<file path="src/rtl/if_fetch_stage.sv">
// Instruction fetch + IF/ID register: in-order imem requests, two in flight or buffered at most.
// Response to decode in 2 cycles; stallF gates issue only, stallD holds IF/ID, jump drops stale returns.

module if_fetch_fifo #(
   parameter int W = 64
) (
   input  logic         clk,
   input  logic         rst,
   input  logic         flush,
   input  logic         push,
   input  logic         pop,
   input  logic [W-1:0] din,
   output logic [W-1:0] dout,
   output logic [1:0]   count
);
   logic [W-1:0] mem [2];
   logic         rd_ptr;
   logic         wr_ptr;

   always_ff @(posedge clk) begin
      if (!rst || flush) begin
         rd_ptr <= 1'b0;
         wr_ptr <= 1'b0;
         count  <= 2'd0;
      end else begin
         if (push) wr_ptr <= ~wr_ptr;
         if (pop)  rd_ptr <= ~rd_ptr;
         case ({push, pop})
            2'b10:   count <= count + 2'd1;
            2'b01:   count <= count - 2'd1;
            default: count <= count;
         endcase
      end
   end

   always_ff @(posedge clk) begin
      if (push) mem[wr_ptr] <= din;
   end

   assign dout = mem[rd_ptr];
endmodule

module if_fetch_stage #(
   parameter logic [63:0] PC_RESET = 64'h0000_0000_8000_0000,
   parameter logic [31:0] NOP_INST = 32'h0000_0013
) (
   input  logic        clk,
   input  logic        rst,
   input  logic        stallF,
   input  logic        stallD,
   input  logic        flushD,
   input  logic        jump,
   input  logic [63:0] jump_target,
   output logic        imem_req_valid,
   input  logic        imem_req_ready,
   output logic [63:0] imem_req_addr,
   input  logic        imem_resp_valid,
   input  logic [31:0] imem_resp_data,
   output logic        validD,
   output logic [63:0] pcD,
   output logic [31:0] instD
);
   typedef struct packed {
      logic [63:0] pc;
      logic [31:0] inst;
   } fetch_pkt_t;

   logic [63:0] pc_f;
   logic [1:0]  drop_cnt;
   logic [1:0]  outstanding;
   logic [1:0]  iq_count;
   logic [2:0]  in_use;
   logic [63:0] aq_head;
   fetch_pkt_t  iq_head;
   fetch_pkt_t  iq_din;
   logic        accept;
   logic        resp;
   logic        iq_push;
   logic        iq_pop;

   // Slots are reserved at issue time so a returning instruction always has room in instQ.
   assign in_use         = {1'b0, outstanding} + {1'b0, iq_count};
   assign imem_req_valid = rst & ~jump & ~stallF & (in_use < 3'd2);
   assign imem_req_addr  = pc_f;
   assign accept         = imem_req_valid & imem_req_ready;
   assign resp           = imem_resp_valid & (outstanding != 2'd0);
   assign iq_push        = resp & ~jump & (drop_cnt == 2'd0);
   assign iq_pop         = ~flushD & ~stallD & (iq_count != 2'd0);
   assign iq_din         = '{pc: aq_head, inst: imem_resp_data};

   // addrQ occupancy is the outstanding-request count.
   if_fetch_fifo #(.W(64)) u_addr_q (
      .clk   (clk),
      .rst   (rst),
      .flush (1'b0),
      .push  (accept),
      .pop   (resp),
      .din   (pc_f),
      .dout  (aq_head),
      .count (outstanding)
   );

   if_fetch_fifo #(.W($bits(fetch_pkt_t))) u_inst_q (
      .clk   (clk),
      .rst   (rst),
      .flush (jump),
      .push  (iq_push),
      .pop   (iq_pop),
      .din   (iq_din),
      .dout  (iq_head),
      .count (iq_count)
   );

   always_ff @(posedge clk) begin
      if (!rst) begin
         pc_f     <= PC_RESET;
         drop_cnt <= 2'd0;
      end else if (jump) begin
         pc_f     <= jump_target;
         drop_cnt <= outstanding - {1'b0, resp};
      end else begin
         if (accept) pc_f <= pc_f + 64'd4;
         if (resp && drop_cnt != 2'd0) drop_cnt <= drop_cnt - 2'd1;
      end
   end

   always_ff @(posedge clk) begin
      if (!rst) begin
         validD <= 1'b0;
         pcD    <= 64'd0;
         instD  <= NOP_INST;
      end else if (flushD) begin
         validD <= 1'b0;
         pcD    <= 64'd0;
         instD  <= NOP_INST;
      end else if (!stallD) begin
         if (iq_count != 2'd0) begin
            validD <= 1'b1;
            pcD    <= iq_head.pc;
            instD  <= iq_head.inst;
         end else begin
            validD <= 1'b0;
            instD  <= NOP_INST;
         end
      end
   end
endmodule

</file>
<file path="config.mk">
export PLATFORM = sky130hd
export DESIGN_NAME = if_fetch_stage
export DESIGN_NICKNAME = d
export VERILOG_FILES = /design/src/rtl/if_fetch_stage.sv
export SDC_FILE = /design/constraint.sdc
export NUM_CORES = 1
export LEC_CHECK = 0
export ABC_AREA = 0
export CORE_UTILIZATION = 33
export DETAILED_ROUTE_END_ITERATION = 16
export PLACE_DENSITY_LB_ADDON = 0.12
export SYNTH_ARGS = -nofsm -noshare
export SYNTH_HDL_FRONTEND = slang
export SYNTH_SLANG_ARGS = --single-unit
</file>
<file path="constraint.sdc">
create_clock -name clk -period 13.5 [get_ports clk]
set_input_delay 2.7 -clock clk [delete_from_list [all_inputs] [get_ports clk]]
set_output_delay 2.7 -clock clk [all_outputs]
set_load 0.005 [all_outputs]
</file>
# Word-level counts from Yosys, hierarchy flattened
# Memories as Yosys holds them, arrays and structs flattened. A register that Yosys moved wholly into a read port is not among the register bits.
# Index checks and enable logic that the tools add are counted.
# classes
eq_ne	4
shift	0
mul	0
n_reduce_logical	13
n_mux	16
magnitude_cmp	1
n_div	0
bitwise_logic	18
add_sub_neg	8
# ops
operator	count
$mux 64	2
$add 64x3->64 const B	1
$mux 32	1
$reduce_bool 2->1	7
$and 1x1->1	9
$mux 1	9
$not 1->1	9
$pmux 2 s2	2
$sub 2x1->2 const B	3
$add 2x1->2 const B	2
$eq 2x1->1 const B	2
$eq 2x2->1 const B	2
$mux 2	2
$add 2x2->3	1
$lt 3x2->1 const B	1
$logic_not 2->1	1
$reduce_and 2->1	1
$reduce_or 2->1	1
$sub 2x1->2	1
$logic_and 1x1->1	1
$logic_not 1->1	1
$logic_or 1x1->1	1
# word_totals
n_memories	2
mem_bits_ro	0
inputBits	104
output_inout_bits	162
mem_bits_rw	320
latchBits	0
word_cells	73
regBits	171
# mem_list
memory	depth	width	read_ports	rd_ports_with_merged_regs	write_ports	line	source
u_inst_q.mem	2	96	1	1	1	16	logic [W-1:0] mem [2];
u_addr_q.mem	2	64	1	1	1	16	

# Depth between registers and ports, before layout
# depth
word_depth	7
ltp_mapped	11
depth_no_buf	9

# Cells and area by module
# From an unflattened synthesis, not the netlist that was laid out.
# hier_totals
cells_unflattened	1458
area_unflattened_um2	19491.2
# modules_own_cells
module	area_per_inst_um2	n_inst	seq_area_each_um2	cells_each
if_fetch_fifo (u_inst_q)	7327.0	1	5865.6	320
if_fetch_stage	7325.8	1	3263.1	918
if_fetch_fifo (u_addr_q)	4838.4	1	3943.8	220

# Worst setup path before layout
# No wires, ideal clock.
# synth_timing
path_kind	input-to-reg
startpoint	in jump
endpoint	mem u_inst_q.mem[0][0] (netlist name) (enable)
slack_ns	5.663
setup_time_ns	0.552
required_ns	12.948
n_path_buf	1
arrival_ns	7.284
stages	5
path_cell_list	clkbuf_1 clkinv_1 and3_1 inv_1 nor2_1
# synth_between
elab_chain_len	5
# synth_lines
item	line	source
from (decl)	52	input logic jump,
$not 1->1	87	assign iq_push = resp & ~jump & (drop_cnt == 2'd0);
$and 1x1->1 (2 in a row)	87	
$mux 1	37	if (push) mem[wr_ptr] <= din;
$mux 1 (implied by the code)	37	
to (decl)	16	
# Every way passes these cells.

# Worst setup path in the final report
# layout_timing
startpoint	in rst
endpoint	out imem_req_valid
# layout_between
elab_chain_len	3
# layout_lines
item	line	source
from (decl)	48	input logic rst,
$and 1x1->1 (3 in a row)	83	assign imem_req_valid = rst & ~jump & ~stallF & (in_use < 3'd2);
to (decl)	54	output logic imem_req_valid,
# Every way passes these cells.

==> metrics.cfg <==
[floorplan]
dieArea_um2 = 58300
coreArea_um2 = 56500
die_h_um = 241
num_rows = 87
die_w_um = 241
start_util = 0.335
io-pin-count = 266

[synthesis]
async_flop_share = 0
synth_ff_type = edfxtp_1
synth-edff-count = 320
netlist_area_um2 = 18900
avgSynthCellArea_um2 = 13.3
synth_cell_types = 59
synth_fp_nets = 1532
yosysSeqAreaShare = 0.691
synth_warnings = 0
syn_inst = 1422
synth-seq-cells = 493

[global_route]
overflow = 0
grt_pass1_vias = 12000
grt_use_total = 0.174
grt_start_max_net_pins = 73
grt_pass1_wl_um = 76100
antenna_found_initial = 1

[worst_setup_path]
cp_data_arrival_time_ns = 4.49
criticalPathCategory = primary input to output pin
startpoint_type = primary input
rr_worst_depth = 11
critPathRequiredTime_ns = 10.80
crit_end = imem_req_valid
cp_slowest_cell = clkdlybuf4s50_1
crit_start = rst
r2r-start = u_addr_q.count[0]$_SDFFE_PN0P_
crit_top_cell = clkdlybuf4s50_1
crit_path_max_incr_delay_ns = 0.54
timing.critical_path.cells = clkdlybuf4s50_1 -> buf_4 -> nand2b_1 -> nor4_1 -> clkdlybuf4s50_1
reg2reg_to = imem_req_addr[45]$_SDFFE_PN0P_
path_max_fanout = 22
end_kind = output pin
reg2reg_slack_ns = 9.61

[layout]
mostFrequentLayoutCells = 320 x edfxtp_1, 264 x clkdlybuf4s50_1, 182 x nor2_1
fin_nets = 1787
final_common_cell = edfxtp_1
areaGrowthSynthToFinish_pct = 28.2
drive_gt1_frac = 0.108
final_util = 0.429
num_antenna_cells = 0

[timing]
period_minus_slack_ns = 7.19
fin_tns_setup_ns = 0
skew_ns = 0.0132
fmax_ghz = 0.139
finalHoldViolCount = 0
setup_violations = 0
relSlewSlack = 0.267
tightest_slew_ns = 1.10
layout_worst_path_cycle_share = 0.533
slew_viol_final = 0
rsz0062_at_grt = no

[cts]
cts_resized = 0
clkTransAtPathRegs_ns = 0.05
cts_root_buf = clkbuf_16
insertion_delay_ns = 0.61
h-tree-depth = 2
clk_path_buf_depth = 3
cts_made_buffers = 56
cts_setup_buffers = 0
hold_buffers = 0
cts_sinks = 493
cts_tree = built

[power]
p_per_area_nw_per_um2 = 140
p_total_mw = 3.39
power.ir.vdd_worst_mv = 0.0854
p_leak_nw = 7.59

[worst_hold_path]
hold_start = validD$_SDFFE_PP0N_
hold_path_class = register to register

[routing]
vias_per_cell = 4.93
wl_per_cell_um = 20.4
drc = 0
vias = 12200
drtAntennaViolNets = 0
drt_first_iter_violations = 591
wl_um = 50700
firstDrtPassIters = 5

[place]
io_buffer_count = 265
hpwl_um = 32100
place.gp.congestion = 0.751

[outcome]
outcome = finished, final reports clean

[run]
maxCapViolations = 0

## kinds of logic (layout without fill, tap and decap cells)
family,Yosys count,count (layout),synth area share
xor+xnor,27,27,0.0125
flops,493,493,0.691
mux,165,165,0.0916
fa+ha+maj,6,6,0.00437
simple gates,392,392,0.0982
buf+inv,100,403,0.0201
compound gates,239,239,0.0820
## synth_stat cells, drive strengths merged (2+ instances only)
master    n  area, um2
buf      14       57.6
or2       6       37.5
clkinv    2       7.51
nand4    27        175
ha        5       62.6
mux2i   100       1000
and3     20        125
nand3    26        135
a32oi     2       17.5
mux2     65        732
nor3     15       75.1
and2      6       37.5
edfxtp  320       9610
o21ai    32        160
o22ai    10       68.8
a21oi    69        345
inv      15       56.3
or3       9       56.3
nand2    60        225
nor2    185        694
nand2b    2       12.5
o311ai    7       61.3
xor2     10       87.6
o211ai    9       67.6
or4       8       63.8
clkbuf   69        259
nor3b     2       15.0
a211oi   66        495
dfxtp   173       3460
a221oi   10       87.6
xnor2    17        149
o31a      4       35.0
nor4     15        119
and4      2       17.5
a31oi    20        125
nor2b     6       37.5
## flip-flops by register name, summed over array words and instances (netlist names), 2 cells and up, named ones only
signal,flops
u_inst_q.mem,192
instD,32
drop_cnt,2
imem_req_addr,64
u_addr_q.count,2
pcD,64
u_addr_q.mem,128
u_inst_q.count,2
## final cells by class
class | count | area [um2]
tap | 756 | 946
multi-input combinational | 829 | 5500
clock buffer | 85 | 1610
timing repair buffer | 280 | 2760
inverter | 17 | 63.8
sequential | 493 | 13100
fill | 5173 | 32300
clock inverter | 21 | 284
## layer usage
layer / global-route usage / up-vias / share of wire
met5: 0 / - / 0.00022
met4: 0.0487 / 2 / 0.023
met3: 0.0408 / 87 / 0.053
met2: 0.287 / 287 / 0.47
met1: 0.229 / 5982 / 0.45
li1: - / 5863 / -
## worst min-delay path by stage
stage	depth (start not counted)	endpoint
after floorplan	2	validD$_SDFFE_PP0N_
after global placement	2	validD$_SDFFE_PP0N_
after detailed placement	2	validD$_SDFFE_PP0N_
after CTS	2	validD$_SDFFE_PP0N_
after global routing	2	validD$_SDFFE_PP0N_
final	2	validD$_SDFFE_PP0N_
## report_power, final
group	internal [mW]	total [mW]	switching (mW)	leakage (nW)
Sequential	1.63	1.67	0.0400	4.28
Clock	0.953	1.56	0.606	0.923
Combinational	0.0829	0.158	0.0751	2.38
## worst max-delay path: cells and delay by family
family / cells / cell delay, ns
and+or+nand+nor: 2 / 0.48
buffers and inverters: 3 / 1.31
## stage by stage
| stage | cell area, um2 | hold WS, ns | setup WS, ns | cells |
|---|---|---|---|---|
| 2_1_floorplan | 18900 | 0.462 | 5.66 | 1422 |
| 3_5_place_dp | 22300 | 0.459 | 6.29 | 2375 |
| 6_report | 24200 | 0.464 | 6.31 | 2481 |
| 4_1_cts | 24200 | 0.468 | 6.29 | 2481 |
| 3_3_place_gp | 22300 | 0.453 | 6.31 | 2375 |
| 5_1_grt | 24200 | 0.492 | 6.17 | 2481 |
Note: power is estimated with default switching activity, not from simulation.
